### src/rtl/mem_arbiter_rr_pkg.sv
// mem_arbiter_rr_pkg: shared FSM encoding and index-width helper for the RAM arbiter.
package mem_arbiter_rr_pkg;

    typedef enum logic [1:0] {
        IDLE   = 2'd0,
        ACCESS = 2'd1,
        WAIT   = 2'd2,
        DONE   = 2'd3
    } state_t;

    function automatic int clog2(input int n);
        int r;
        r = 0;
        for (int v = n - 1; v > 0; v = v >> 1)
            r++;
        return r;
    endfunction

endpackage

### src/rtl/mem_arbiter_rr_pick.sv
// rr_pick: combinational round-robin picker; searches upward from i_ptr with wrap,
// ignoring any requester whose mask bit is set.
module rr_pick
    import mem_arbiter_rr_pkg::*;
#(
    parameter int NREQ = 8,
    parameter int IW   = clog2(NREQ)
) (
    input  logic [NREQ-1:0] i_req,
    input  logic [NREQ-1:0] i_mask,
    input  logic [IW-1:0]   i_ptr,
    output logic            o_valid,
    output logic [IW-1:0]   o_idx
);

    logic [NREQ-1:0] w_req;

    assign w_req   = i_req & ~i_mask;
    assign o_valid = |w_req;

    // Scan from farthest to nearest so the candidate closest to the pointer wins.
    always_comb begin
        o_idx = '0;
        for (int k = NREQ - 1; k >= 0; k--)
            if (w_req[IW'(int'(i_ptr) + k)]) o_idx = IW'(int'(i_ptr) + k);
    end

endmodule

### src/rtl/mem_arbiter_rr.sv
// mem_arbiter_rr: round-robin arbiter sharing one single-port synchronous RAM between
// NREQ requesters, one access in flight, with a registered read-data slot per requester.
module mem_arbiter_rr
    import mem_arbiter_rr_pkg::*;
#(
    parameter int NREQ   = 8,
    parameter int AW     = 8,
    parameter int DW     = 8,
    parameter int RD_LAT = 1
) (
    input  logic                 clk,
    input  logic                 rst,
    input  logic [NREQ-1:0]      rden,
    input  logic [NREQ-1:0]      wren,
    input  logic [NREQ*AW-1:0]   Address,
    input  logic [NREQ*DW-1:0]   Din,
    output logic [NREQ-1:0]      acq,
    output logic [NREQ*DW-1:0]   Dq,
    output logic [AW-1:0]        RAMAddress,
    output logic [DW-1:0]        RAMDin,
    output logic                 RAMwren,
    input  logic [DW-1:0]        RAMq,
    output logic                 busy
);

    localparam int IW = clog2(NREQ);

    state_t             r_state;
    state_t             w_next;
    logic [IW-1:0]      r_grant;
    logic [IW-1:0]      r_rr;
    logic [1:0]         r_cnt;
    logic [AW-1:0]      r_ram_addr;
    logic [DW-1:0]      r_ram_din;
    logic               r_ram_wren;
    logic [NREQ*DW-1:0] r_dq;
    logic               w_valid;
    logic               w_take;
    logic [IW-1:0]      w_pick;

    rr_pick #(.NREQ(NREQ), .IW(IW)) u_pick (
        .i_req   (rden | wren),
        .i_mask  (acq),
        .i_ptr   (r_rr),
        .o_valid (w_valid),
        .o_idx   (w_pick)
    );

    // acq doubles as the arbitration mask: only the finishing requester is excluded.
    assign acq        = (r_state == DONE) ? NREQ'(1) << r_grant : '0;
    assign busy       = r_state != IDLE;
    assign w_take     = w_valid && (r_state == IDLE || r_state == DONE);
    assign Dq         = r_dq;
    assign RAMAddress = r_ram_addr;
    assign RAMDin     = r_ram_din;
    assign RAMwren    = r_ram_wren;

    always_comb begin
        w_next = r_state;
        case (r_state)
            IDLE:    if (w_valid) w_next = ACCESS;
            ACCESS:  w_next = r_ram_wren ? DONE : WAIT;
            WAIT:    if (r_cnt == 2'd0) w_next = DONE;
            default: w_next = w_valid ? ACCESS : IDLE;
        endcase
    end

    // The RAM port registers are the latched request, so ACCESS sees them at once.
    always_ff @(posedge clk or negedge rst) begin
        if (!rst) begin
            r_state    <= IDLE;
            r_grant    <= '0;
            r_rr       <= '0;
            r_cnt      <= '0;
            r_ram_addr <= '0;
            r_ram_din  <= '0;
            r_ram_wren <= 1'b0;
            r_dq       <= '0;
        end else begin
            r_state    <= w_next;
            r_ram_wren <= 1'b0;
            if (w_take) begin
                r_grant    <= w_pick;
                r_rr       <= w_pick + IW'(1);
                r_ram_addr <= Address[int'(w_pick)*AW +: AW];
                r_ram_din  <= Din[int'(w_pick)*DW +: DW];
                r_ram_wren <= wren[w_pick];
            end
            if (r_state == ACCESS) r_cnt <= 2'(RD_LAT - 1);
            else if (r_state == WAIT) begin
                r_cnt <= r_cnt - 2'd1;
                if (r_cnt == 2'd0) r_dq[int'(r_grant)*DW +: DW] <= RAMq;
            end
        end
    end

endmodule

### config.mk
export PLATFORM = sky130hd
export DESIGN_NAME = mem_arbiter_rr
export DESIGN_NICKNAME = d
export VERILOG_FILES = /design/src/rtl/mem_arbiter_rr_pkg.sv /design/src/rtl/mem_arbiter_rr_pick.sv /design/src/rtl/mem_arbiter_rr.sv
export SDC_FILE = /design/constraint.sdc
export NUM_CORES = 1
export LEC_CHECK = 0
export ABC_AREA = 1
export CAP_MARGIN = 10
export CORE_ASPECT_RATIO = 1.75
export CORE_MARGIN = 3
export CORE_UTILIZATION = 35
export CTS_CLUSTER_SIZE = 25
export DETAILED_ROUTE_END_ITERATION = 12
export PLACE_DENSITY = 0.76
export SLEW_MARGIN = 20
export SYNTH_ARGS = -nofsm -noshare
export SYNTH_HDL_FRONTEND = slang
export SYNTH_HIERARCHICAL = 1
export SYNTH_SLANG_ARGS = --single-unit
### constraint.sdc
create_clock -name clk -period 2.7 [get_ports clk]
set_input_delay 0.54 -clock clk [delete_from_list [all_inputs] [get_ports clk]]
set_output_delay 0.54 -clock clk [all_outputs]
set_load 0.05 [all_outputs]
==> results_dict.tcl, run 1 <==
set metrics [dict create \
    status "finished with violations" \
    violations "negative setup slack" \
    clock.fmax_mhz 352 \
    cts_made_buffers 9 \
    crit_path_max_fanout 9 \
    crit_start "r_grant[0]" \
    synth_edf_count 0 \
    core_area_sq_mm 0.0181 \
    min_period_over_period 1.05 \
    dr.pass1.iters 6 \
    drtAntennaViolNets 0 \
    final_area_sq_mm 0.0107 \
    final_hold_viol_count 0 \
    drv_slew 0 \
    routed_via_density 4.95 \
    rsz0062_at_grt "yes" \
    required_ns 2.93 \
    period_needed_ns 2.84 \
    slew-limit-headroom 0.566 \
    layout_setup_ws_ns -0.142 \
    layout_commonest_cell "nand2_1" \
    clock_latency_ns 0.35 \
    crit_arrival_ns 3.08 \
    ys.warnings.count 6 \
    cts_tree "built" \
    dpl_cell_area_sq_mm 0.00974 \
    min_path_type "input pin to asynchronous set/reset pin" \
    crit_type "flop to flop" \
    wirelength_microns 23700 \
    num_vias 7497 \
    tightest_slew_ns 0.649 \
    htreeDepth 3 \
    grt_pass1_vias 7474 \
    numClockSinks 91 \
    syn_inst 962 \
    root_buffer "clkbuf_16" \
    post-dp-hpwl_microns 18300 \
    synth_top_area_cell "dfrtp_1" \
    finalWeightedCongestion 0.940 \
    grt_max_degree 65 \
    diodes 0 \
    first_iter_violations 412 \
    r2r_start "r_grant[0]" \
    fin_util 0.591 \
    final_cell_mix "nand2_1 (422), clkdlybuf4s50_1 (233), nand3_1 (102), dfrtp_1 (91), buf_4 (85)" \
    synth-seq-cells 91 \
    start_util 0.357 \
    synth_nets 1131 \
    final.setup.tns_ns -1.69 \
    wl_per_cell_microns 15.7 \
    die_area_sq_mm 0.0203 \
    drc 0 \
    worst_setup_path_start_kind "flop" \
    synth_area_leaders "dfrtp_1 (35%), nand2_1 (25%), nand3_1 (9.5%)" \
    fp.dieH_microns 186 \
    syn-cell-area_sq_mm 0.00648 \
    grt_pass1_wl_microns 36700 \
    syn_avg_cell_area_sq_um 6.74 \
    seq_area_frac_synth 0.351 \
    area_growth_pct 65.3 \
    yosysTopAreaCellShare 0.351 \
    ioPinCount 244 \
    cts_max_path_buffers 2 \
    ys.flop_type "dfrtp_1" \
    yosysUniqueCellTypes 36 \
    clk_pin_slew_ns 0.08 \
    whs_ns 0.114 \
    antenna_found_initial 0 \
    finalNetCount 1444 \
    postCtsHoldBufs 0 \
    end_kind "flop" \
    numPortBuffers 243 \
    final-setup-viol-count 19 \
    drive_gt1_frac 0.218 \
    final.setup_skew_ns 0.0141 \
    cap_violations 0 \
    ys_async_sr_fraction 1.00 \
    grt_overflow 0 \
    num_rows 65 \
    die_x_microns 109 \
    grt.total_usage 0.232 \
]
==> stage by stage <==
step	std cells	setup WS, ns
4_1_cts	1503	-0.104
3_3_place_gp	1471	-0.504
2_1_floorplan	962	-0.148
3_5_place_dp	1471	-0.503
6_report	1514	-0.142
5_1_grt	1514	-0.310
==> path summary, 6_finish.rpt <==
check / endpoint / slack [ns] / depth (start not counted)
min in group clk: Dq[18] / 0.47 / 2
min: RAMAddress[0] / 0.11 / 1
max reg2reg: RAMDin[1] / -0.14 / 23
max: RAMDin[1] / -0.14 / 23
min reg2reg: Dq[18] / 0.47 / 2
max in group asynchronous: Dq[32] / 1.88 / 2
==> critical path, cell delays in order, from the launching register on <==
cell and delay, ns:
dfrtp_1 0.39, inv_2 0.08, ha_4 0.18, ha_4 0.18, nand2_4 0.07, clkinvlp_4 0.10
inv_4 0.10, nand3_4 0.09, nand3_4 0.10, nand3_4 0.10, nand2_4 0.08, nor2_4 0.05
o21bai_1 0.15, a21oi_2 0.08, o21ai_2 0.16, buf_6 0.14, nand2_8 0.09, buf_4 0.19
nand2_1 0.10, nand2_1 0.06, nand2_1 0.05, nand2_1 0.05, nand2_1 0.06, nand3_1 0.07
==> layer usage <==
metal / wire (microns) / global-route usage / vias to the layer above
met5: 0 / 0 / -
met4: 1290 / 0.127 / 0
met1: 8120 / 0.233 / 3396
met3: 1630 / 0.0430 / 80
met2: 12700 / 0.439 / 343
li1: - / - / 3678
==> synthesized netlist by cell type (7+ instances only) <==
cell type,instances
a21oi_1,15
buf_2,16
buf_4,7
buf_6,8
clkbuf_1,11
dfrtp_1,91
ha_1,15
inv_1,50
inv_2,12
nand2_1,434
nand2_2,14
nand3_1,123
nand3_2,20
nor2_1,70
nor2_4,9
o21ai_0,14
o21ai_2,14
or2_2,8
==> final cells by class <==
class | count | area [sq um]
fill | 1663 | 7420
multi-input combinational | 767 | 4140
timing repair buffer | 343 | 3420
sequential | 91 | 2280
tap | 234 | 293
inverter | 63 | 267
clock buffer | 9 | 225
clock inverter | 7 | 91.3
==> kinds of logic (layout without fill, tap and decap cells) <==
kind of cell               after synthesis  count (layout)  share of synthesized area
AOI/OAI and AO/OA                       57              57                     0.0568
xor gates and xnor gates                 3               3                     0.0127
DFF                                     91              91                      0.351
adders and majority gates               15              15                     0.0290
and+or+nand+nor                        691             692                      0.473
buffers and inverters                  105             422                     0.0772
==> what timing repair did <==
| item | in CTS | in global routing |
|---|---|---|
| gates cloned | 1 | 4 |
| endpoints found under the setup margin | 21 | 22 |
| gates resized for setup | 49 | 40 |
| pin swaps | 12 | 11 |
| buffers inserted | 16 | 7 |
==> registers in the layout, indices dropped and copies added (netlist names) <==
register	cells
r_state	2
RAMAddress	8
RAMDin	8
r_cnt	2
Dq	64
r_grant	3
r_rr	3
RAMwren	1
Power of run 1 is not shown: default switching activity piles up to over one toggle a cycle in this logic, so the estimate is an artifact.
==> run 2, diff against run 1 <==
--- a/config.mk
+++ b/config.mk
@@ -5,14 +5,13 @@
 export SDC_FILE = /design/constraint.sdc
 export NUM_CORES = 1
 export LEC_CHECK = 0
-export ABC_AREA = 1
 export CAP_MARGIN = 10
 export CORE_ASPECT_RATIO = 1.75
 export CORE_MARGIN = 3
 export CORE_UTILIZATION = 35
 export CTS_CLUSTER_SIZE = 25
 export DETAILED_ROUTE_END_ITERATION = 12
-export PLACE_DENSITY = 0.76
+export PLACE_DENSITY = 0.78
 export SLEW_MARGIN = 20
 export SYNTH_ARGS = -nofsm -noshare
 export SYNTH_HDL_FRONTEND = slang
==> run 2 against run 1 <==
Compared with the run above:
- the run still ends with negative setup slack left
- critical path type is now input pin to flop
- worst hold slack gained 0.18 ns
- critical path depth fell by 7
- synthesized cell count decreased by 46%
- non-clock buffer count increased by 15
- register-to-register slack got worse by 0.82 ns
- synthesized area shrank 8.5%
- die area shrank 8.1%
- global-route usage down 0.75 points
- flip-flop and latch count unchanged
- sequential share of layout area rose by 0.79 points
- cell count decreased by 29%
- clock skew down 0.0044 ns
- largest cell class unchanged
==> results_dict.tcl, run 2 <==
set metrics [dict create \
    status "finished with violations" \
    violations "negative setup slack" \
    tightest_slew_ns 0.846 \
    synth_commonest_cells "mux2_2 (95), dfrtp_1 (91), mux2i_1 (41)" \
    final-setup-viol-count 23 \
    cts_made_buffers 9 \
    syn_inst 515 \
    cts_max_path_buffers 2 \
    grt_pass1_vias 5929 \
    internal-power_uw 9340 \
    clk_pin_slew_ns 0.07 \
    ioPinCount 244 \
    routed_via_density 5.19 \
    drive_gt1_frac 0.397 \
    critPathMostFrequentCell "a22o_1" \
    swShare 0.448 \
    grt_max_degree 65 \
    clockPowerShare 0.075 \
    whs_ns 0.290 \
    rsz0062_at_grt "yes" \
    post-synth-top-count-cell "mux2_2" \
    synth_area_leaders "dfrtp_1 (38%), mux2_2 (18%), mux2i_1 (6.9%)" \
    crit_type "input pin to flop" \
    post-dp-hpwl_microns 16800 \
    root_buffer "clkbuf_16" \
    powerDensity_mw_per_mm2 1640 \
    worst_setup_path_start_kind "input pin" \
    antenna_found_initial 0 \
    grt.total_usage 0.225 \
    finalNetCount 1021 \
    final_cell_mix "clkdlybuf4s50_1 (233), buf_4 (96), dfrtp_1 (90), mux2_2 (85), mux2i_1 (35)" \
    numPortBuffers 243 \
    seq_power_share 0.127 \
    combPwrFrac 0.798 \
    syn-cell-area_sq_mm 0.00593 \
    cp_cell_sequence "clkdlybuf4s50_1 -> or2_2 -> nor2b_2 -> mux4_2 -> mux2_2 -> a21oi_2 -> a22o_1 -> a31o_1 -> o21ai_4 -> buf_6 -> buf_12 -> buf_16 -> buf_4 -> mux2i_1 -> a22o_1 -> o31ai_2" \
    finalWeightedCongestion 0.944 \
    largest_reg_flops 64 \
    min_period_over_period 1.36 \
    slew-limit-headroom 0.436 \
    clock_latency_ns 0.34 \
    die_x_microns 104 \
    synth_top_area_cell "dfrtp_1" \
    die_area_sq_mm 0.0186 \
    ys_async_sr_fraction 1.00 \
    diodes 0 \
    core_area_sq_mm 0.0165 \
    drc 0 \
    fp.dieH_microns 178 \
    postCtsHoldBufs 0 \
    p_leak_uw 0.00452 \
    synth_edf_count 0 \
    grt_overflow 0 \
    crit_path_max_fanout 5 \
    layout_setup_ws_ns -0.974 \
    critPathMaxStageDelay_ns 0.53 \
    required_ns 2.95 \
    end_kind "flop" \
    layout_commonest_cell "clkdlybuf4s50_1" \
    fin_util 0.625 \
    peakVddDrop_uv 1130 \
    placed_cells 1043 \
    power.total_uw 16900 \
    ys.warnings.count 6 \
    start_util 0.359 \
    num_rows 62 \
    area_growth_pct 74.1 \
    final_cells 1081 \
    drv_slew 0 \
    p_sw_uw 7590 \
    wirelength_microns 22000 \
    dr.pass1.iters 6 \
    grt_pass1_wl_microns 32500 \
    fill_cells 1324 \
    numClockSinks 91 \
    wl_per_cell_microns 20.4 \
    seq_area_frac_synth 0.384 \
    clock.fmax_mhz 272 \
    ys.flop_type "dfrtp_1" \
    final_hold_viol_count 0 \
    crit_arrival_ns 3.93 \
    yosysUniqueCellTypes 54 \
    cts_tree "built" \
    final.setup.tns_ns -19.32 \
    yosysTopAreaCellShare 0.384 \
    min_path_type "input pin to asynchronous set/reset pin" \
    htreeDepth 3 \
    synth_nets 684 \
    cap_violations 0 \
    syn_avg_cell_area_sq_um 11.5 \
    drtAntennaViolNets 0 \
    final.setup_skew_ns 0.00966 \
    first_iter_violations 212 \
    critPathSlowestCell "mux4_2" \
    num_vias 5612 \
    synth-seq-cells 91 \
    period_needed_ns 3.67 \
]
-- run 2: metal layers --
metal / up-vias / track usage / routed length, microns
li1: 2601 / - / -
met1: 2768 / 0.257 / 8230
met2: 193 / 0.412 / 12000
met3: 50 / 0.0333 / 882
met4: 0 / 0.0982 / 884
met5: - / 0 / 0
-- run 2: final cells by class --
class	instances	area, sq um	share of cell area
Sequential cell	91	2280	0.221
Timing Repair Buffer	358	3520	0.341
Clock inverter	6	56.3	0.00545
Inverter	14	57.6	0.00557
Tap cell	224	280	0.0271
Clock buffer	10	239	0.0231
Multi-Input combinational cell	378	3900	0.378
-- run 2: metrics by stage --
step	worst slack [ns]	cell area, sq um
CTS	-0.930	10000
global route	-1.08	10300
finish	-0.974	10300
floorplan	-0.982	6070
global placement	-1.22	9290
detailed placement	-1.27	9290
-- run 2: worst paths after layout --
kind                                from             to  slack, ns  depth (start not counted)
min reg2reg                RAMAddress[7]  RAMAddress[7]       0.48                          2
min                                  rst         Dq[56]       0.29                          1
max                              rden[7]  RAMAddress[2]      -0.97                         16
max in group asynchronous            rst         Dq[18]       1.67                          2
min in group clk           RAMAddress[7]  RAMAddress[7]       0.48                          2
max reg2reg                   r_grant[0]  RAMAddress[2]      -0.96                         17
-- run 2: cell families (layout without fill, tap and decap cells) --
logic type,after synthesis,count (layout),share of synthesized area
AO/OA/AOI/OAI,82,82,0.0993
XOR/XNOR,3,3,0.00570
adder cells (fa/ha/maj),15,15,0.0316
buffers and inverters,46,388,0.0365
flip-flops,91,91,0.384
multiplexers,160,160,0.330
AND/OR/NAND/NOR,118,118,0.113
-- run 2: repair_timing --
item,4_1_cts,5_1_grt
resized for setup,59,37
setup endpoints to repair,23,25
pin swaps,9,23
setup buffers,11,5
gates cloned,2,5
-- run 2: critical path, delay by kind of cell --
family	cells	cell delay (ns)
AND/OR/NAND/NOR	2	0.53
buffers and inverters	5	0.94
multiplexers	3	0.94
AO/OA/AOI/OAI	6	0.98
-- run 2: power by group through the flow --
stage	clock (uW)	sequential, uW	combinational [uW]
finish	1270	2150	13500
global placement	0	2160	10600
CTS	1300	2150	12200
global route	1350	2210	14200
detailed placement	0	2170	10700
floorplan	0	3460	5760
Note: power is estimated with default switching activity, not from simulation.
==> RTL change 1: new RTL, config.mk and constraints of run 1 <==
`NREQ` is set to 8 in 2 places; all go to 12.
--- a/src/rtl/mem_arbiter_rr_pick.sv
+++ b/src/rtl/mem_arbiter_rr_pick.sv
@@ -3,7 +3,7 @@
 module rr_pick
     import mem_arbiter_rr_pkg::*;
 #(
-    parameter int NREQ = 8,
+    parameter int NREQ = 12,
     parameter int IW   = clog2(NREQ)
 ) (
     input  logic [NREQ-1:0] i_req,
--- a/src/rtl/mem_arbiter_rr.sv
+++ b/src/rtl/mem_arbiter_rr.sv
@@ -3,7 +3,7 @@
 module mem_arbiter_rr
     import mem_arbiter_rr_pkg::*;
 #(
-    parameter int NREQ   = 8,
+    parameter int NREQ   = 12,
     parameter int AW     = 8,
     parameter int DW     = 8,
     parameter int RD_LAT = 1
Ports: changed (6 resized); port bits go from 244 to 352. The function was not compared with the original's and may differ.
==> RTL change 1 against run 1 <==
  * The run still ends with negative setup slack left
  * Synthesized cell count rose by 59%
  * First-iteration DRC count increased by 120%
  * Wire length grew 85%
  * Final area up 57%
  * Critical path depth rose by 8
  * Worst setup slack got worse by 0.90 ns
  * Sequential cell count up 34
  * Critical path type unchanged
  * Synthesized area grew 53%
  * Clock skew fell by 0.0068 ns
  * Final cell count grew 59%
  * Count of clock-buffer cells in the layout is 11 higher
  * Worst hold slack worse by 0.030 ns
  * Global-route usage is 4.6 points higher
Power is left out: the tool's default activity adds up to more than one toggle a clock period on the data nets, which glitch-free logic cannot reach.
==> RTL change 1: results (changes against run 1) <==
STA
  – Final Hold Fails: 0 (unchanged)
  – Clock Skews: 0.00726 ns (-0.00681 ns)
  – Final setup fails: 25 (+6)
  – Setup TNS: -21.98 ns (-20.29 ns)
  – Worst-case headroom to the max-slew limit: 55.1% (-1.5 points)
  – Setup WS post-layout: -1.04 ns (-0.901 ns)

Synth
  – Synth area leaders: dfrtp_1 (32%), nand2_1 (18%), nand3_1 (12%)
  – Avg Cell Area, Syn: 6.47 sq um (-3.9%)
  – Mapped Nets: 1,777 (+57%)
  – Sequential element share of the synthesized area: 31.6% (-3.6 points)
  – Post-synth top cells: nand2_1 (478), nand3_1 (228), inv_1 (192), dfrtp_1 (125), nor2_1 (118)
  – Post-Synth Adder-Cell Area: 2.52% (-0.37 points)
  – Yosys cell types: 44 (+22%)
  – Fraction of synthesized cell area in xor and xnor cells: 1.16% (-0.11 points)
  – Compound-Gate Fraction of Synth Area: 13.0% (+7.3 points)

Layout
  – Largest register FFs: 96 (+50%)
  – Nonclk buf count: 552 (+61%)
  – Clock buffers: 20 (+11)
  – Buffering overhead: 32.8% (+0.92 points)
  – Seq_cells: 125 (+37%)
  – Share of layout cells above drive strength 1: 26.4% (+4.6 points)
  – Seq area share: 18.6% (-2.7 points)
  – Multi-In Gates: 1,122 (+46%)
  – FILL cells: 2,543 (+53%)
  – Register Area: 0.00313 sq mm (+37%)
  – Antenna diode count: 1 (+1)
  – Inverters: 207 (+230%)
  – Clk tree area frac: 3.27% (+0.31 points)
  – Fin nets: 2,271 (+57%)
  – Multi-input gate area: 0.00638 sq mm (+54%)

Drt
  – WL met3: 2850 um (+75%)
  – Vias per cell: 5.08 (+2.5%)
  – DRT met1 WL: 15,800 um (+94%)
  – Initial DRC count: 893 (+120%)
  – DR WL met2: 23,300 um (+83%)
  – Wirelength per Cell: 18.3 um (+17%)
  – Post-Route WL: 43,900 um (+85%)

Status
  – Failing checks: negative setup slack
  – Status: finished with violations

Critical path
  – Crit Reg-Reg Endpoint: RAMAddress[3]
  – FF-to-FF path depth: 31 (+35%)
  – Critical Path Source: r_grant[0]
  – CP max-delay cell: dfrtp_2
  – CP max FO: 8 (-1)
  – Critical path data arrival time: 4.10 ns (+1.02 ns)

Die
  – Die span in x: 133 um (+22%)

Placement
  – HPWL after DPL: 34,600 um (+89%)
  – Pre-CTS WS: -1.72 ns (-1.22 ns)
  – Dpl cell area: 0.0152 sq mm (+56%)
  – Buffers on Ports: 351 (+44%)
  – Final RePlAce weighted congestion: 1.02 (+8.7%)

Global route
  – Pin count of the biggest net entering global routing: 67 (+3.1%)
  – First-pass GRT wire length: 67,200 um (+83%)
  – Vias in the first global route: 12,337 (+65%)
  – Initial antenna violation count: 1 (+1)
  – Global-route total usage across every layer: 27.8% (+4.6 points)

Clock network
  – Htree depth: 4 (+1)
  – CTS Buf Count: 17 (+8)
  – Clock insertion delay at the later pin of the skew report: 0.42 ns (+0.07 ns)
-- RTL change 1: cell count changes in the layout (fill, tap and decap cells not counted), moves of 38 or more --
cell,before,now
buf_4,85,159
clkdlybuf4s50_1,233,337
inv_1,37,178
nand3_1,102,169
nor2_1,62,100
o21ai_2,16,58
-- RTL change 1: repair_timing --
item | CTS | global route
cloned | 3 | 2
pin swaps | 48 | 19
setup buffers | 19 | 7
hold buffers | 0 | 0
endpoints found under the setup margin | 26 | 27
gates resized for setup | 130 | 66
-- RTL change 1: cell families (layout without fill, tap and decap cells) --
kind of cell | count (synthesis) | after routing
and+or+nand+nor | 888 | 888
buffers and inverters | 284 | 790
AOI/OAI and AO/OA | 206 | 206
DFF | 125 | 125
adders and majority gates | 20 | 20
xor gates and xnor gates | 8 | 8
other | 0 | 1
-- RTL change 1: metal layers --
layer | GRT usage (%) | up-vias
met5 | 0 | -
met4 | 11.8 | 0
met3 | 5.00 | 116
met2 | 51.0 | 515
met1 | 31.3 | 5739
li1 | - | 5851
==> RTL change 2: new RTL, flow settings as in run 1 <==
Without the edit above. Register the output `acq`, cleared by the reset; this adds one clock of latency there. The other outputs are not delayed to match.
--- a/src/rtl/mem_arbiter_rr.sv
+++ b/src/rtl/mem_arbiter_rr.sv
@@ -25,6 +25,8 @@
 
     localparam int IW = clog2(NREQ);
 
+    logic [NREQ-1:0] acq_d;
+
     state_t             r_state;
     state_t             w_next;
     logic [IW-1:0]      r_grant;
@@ -40,14 +42,14 @@
 
     rr_pick #(.NREQ(NREQ), .IW(IW)) u_pick (
         .i_req   (rden | wren),
-        .i_mask  (acq),
+        .i_mask  (acq_d),
         .i_ptr   (r_rr),
         .o_valid (w_valid),
         .o_idx   (w_pick)
     );
 
     // acq doubles as the arbitration mask: only the finishing requester is excluded.
-    assign acq        = (r_state == DONE) ? NREQ'(1) << r_grant : '0;
+    assign acq_d      = (r_state == DONE) ? NREQ'(1) << r_grant : '0;
     assign busy       = r_state != IDLE;
     assign w_take     = w_valid && (r_state == IDLE || r_state == DONE);
     assign Dq         = r_dq;
@@ -94,5 +96,13 @@
         end
     end
 
+    always_ff @(posedge clk or negedge rst) begin
+        if (!rst) begin
+            acq <= '0;
+        end else begin
+            acq <= acq_d;
+        end
+    end
+
 endmodule
 
Check against the original RTL: not equivalent (a bounded check fails within 4 cycles, from zero or initial values and one cycle with rst low).
==> RTL change 2 against run 1 <==
  * The run still ends with negative setup slack left
  * Critical path depth fell by 5
  * Worst setup slack gained 0.12 ns
  * Sequential share of layout area rose by 1.9 points
  * Critical path type is now in2reg
  * Wire length is 0.24% higher
  * Synthesized cell count grew 1.2%
  * Synthesized area up 4.0%
  * Core utilization fell by 2.0 points
  * Final area decreased by 0.21%
  * Worst hold slack improved by 0.038 ns
  * Highest routed layer unchanged
  * Count of clock-buffer cells in the layout increased by 2
  * Sequential cell count rose by 8
  * Fmax grew 4.3%
Power is left out: the tool's default activity adds up to more than one toggle a clock period on the data nets, which glitch-free logic cannot reach.
==> RTL change 2: results (changes against run 1) <==
Status
  – Status: finished with violations
  – Failing checks: negative setup slack

Critical path
  – CP max-delay cell: clkdlybuf4s50_1
  – FF-to-FF Start: r_state[0]
  – Critical path data arrival time: 2.98 ns (-0.10 ns)
  – CP max FO: 6 (-3)
  – FF-to-FF setup slack: 0 ns (+0.14 ns)
  – Crit Reg-Reg Endpoint: RAMDin[2]
  – Critical Path Source: wren[3]
  – Max stage delay on crit path: 0.45 ns (+0.06 ns)
  – FF-to-FF path depth: 22 (-4.3%)
  – Delay-heaviest family, CP: simple AND/OR/NAND/NOR gates

Layout
  – Fin nets: 1,434 (-0.69%)
  – Largest register FFs: 64 (unchanged)
  – Share of layout cells above drive strength 1: 20.9% (-0.93 points)
  – FILL cells: 1,788 (+7.5%)

Drt
  – Vias per cell: 4.91 (-0.82%)
  – Via count: 7,406 (-1.2%)
  – Initial DRC count: 321 (-22%)
  – DR pass1 iterations: 6 (unchanged)
  – Post-Route WL: 23,800 um (+0.24%)

Min path
  – Hold Path Class: in2async

STA
  – Clock Skews: 0.0108 ns (-0.00331 ns)
  – Setup TNS: -0.0378 ns (+1.65 ns)
  – Final setup fails: 3 (-16)
  – Worst-case headroom to the max-slew limit: 62.7% (+6.1 points)
  – Hold slack: 0.152 ns (+0.0382 ns)
  – Setup WS post-layout: -0.0248 ns (+0.118 ns)

Clock network
  – CTS clk-pin slew, worst paths: 0.08 ns (about the same)
  – Clock insertion delay at the later pin of the skew report: 0.36 ns
  – Htree depth: 3 (unchanged)
  – CTS Buf Count: 9 (unchanged)
  – Clock tree buffer depth: 2 (unchanged)

Synth
  – Sequential element share of the synthesized area: 36.7% (+1.6 points)
  – Yosys cell types: 36 (unchanged)
  – FFs w/ async S/R, synth: 100% (unchanged)
  – Synth area leaders: dfrtp_1 (37%), nand2_1 (24%), nand3_1 (8.9%)
  – Post-synth top cells: nand2_1 (438), nand3_1 (120), dfrtp_1 (99), nor2_1 (55), inv_1 (54)
  – Synth Warn #: 6 (unchanged)
  – Cells after synthesis: 974 (+1.2%)
  – Mapped Nets: 1,143 (+1.1%)
  – Top-count cell post-synth: nand2_1

Global route
  – Initial antenna violation count: 0 (unchanged)
  – GR Util met3: 4.52% (+0.22 points)
  – Pin count of the biggest net entering global routing: 44 (-32%)
  – Global-route total usage across every layer: 22.3% (-0.90 points)
  – First-pass GRT wire length: 37,200 um (+1.1%)
  – Met1 Use GR: 21.5% (-1.7 points)
  – GRT met2 Usage: 43.4% (-0.49 points)

Placement
  – Placed insts: 1,478 (+0.48%)
  – HPWL after DPL: 18,600 um (+1.9%)
  – Final RePlAce weighted congestion: 0.926 (-1.5%)
  – Buffers on Ports: 243 (unchanged)
RTL change 2: changes by cell type after synthesis, sizes merged, moves of 4 or more:
cell   before  now
a21oi      18   10
buf        31   35
dfrtp      91   99
inv        62   68
nor2       81   66
o21ai      31   49
RTL change 2: cell type report:
type	count	area [sq um]	area share (%)
multi-input combinational	763	4100	38.3
sequential	99	2480	23.2
timing repair buffer	323	3210	30.1
tap	238	298	2.79
inverter	69	284	2.66
clock buffer	11	253	2.36
clock inverter	5	66.3	0.620
RTL change 2: worst max path at each step:
stage	cells after the start	slack [ns]	endpoint
after CTS	24	0.004	RAMDin[2]
after floorplan	22	0.01	RAMAddress[0]
after global placement	19	-0.45	RAMDin[0]
after global routing	21	-0.20	RAMwren
after detailed placement	19	-0.44	RAMDin[0]
final	18	-0.02	RAMDin[2]
RTL change 2: stage by stage:
| stage | utilization (%) | setup WS (ns) | area (sq um) |
|---|---|---|---|
| 2_1_floorplan | - | 0.0134 | 6750 |
| 3_3_place_gp | 52.2 | -0.452 | 9790 |
| 3_5_place_dp | 52.2 | -0.442 | 9790 |
| 4_1_cts | 56.0 | 0.00351 | 10500 |
| 5_1_grt | 57.0 | -0.197 | 10700 |
| 6_report | 57.0 | -0.0248 | 10700 |
RTL change 2: worst reg2reg max path, stage by stage, from the launching register on:
cell,delay [ns]
dfrtp_1,0.40
ha_2,0.24
buf_4,0.17
nand2_4,0.08
inv_4,0.04
inv_4,0.07
nand3_4,0.09
nand3_2,0.11
nand3_2,0.12
nand2_4,0.11
a21oi_1,0.05
o21ai_1,0.11
nand2_1,0.06
nand2_1,0.05
nand2_1,0.05
nand2_1,0.11
nand2_4,0.11
buf_4,0.15
buf_4,0.15
nand2_1,0.11
nand3_1,0.09
nand3_1,0.08
nand3_1,0.07
RTL change 2: cells by family (layout without fill, tap and decap cells):
kind of cell	Yosys count	count (layout)	synth area share (%)
flops	99	99	36.7
fa+ha+maj	15	15	2.78
compound gates	67	67	6.25
xor+xnor	3	3	1.22
buf+inv	112	408	8.11
simple gates	678	678	44.9
RTL change 2: what timing repair did:
action / in CTS / in global routing
pin swaps: 13 / 21
resized for setup: 77 / 45
buffers inserted: 10 / 2
endpoints found under the setup margin: 22 / 21
cloned: 2 / 1
RTL change 2: metal layers:
layer,vias to the layer above,part of all wire [%]
met3,68,6.1
met2,301,55
met5,-,0
met4,0,5.2
met1,3372,34
li1,3665,-
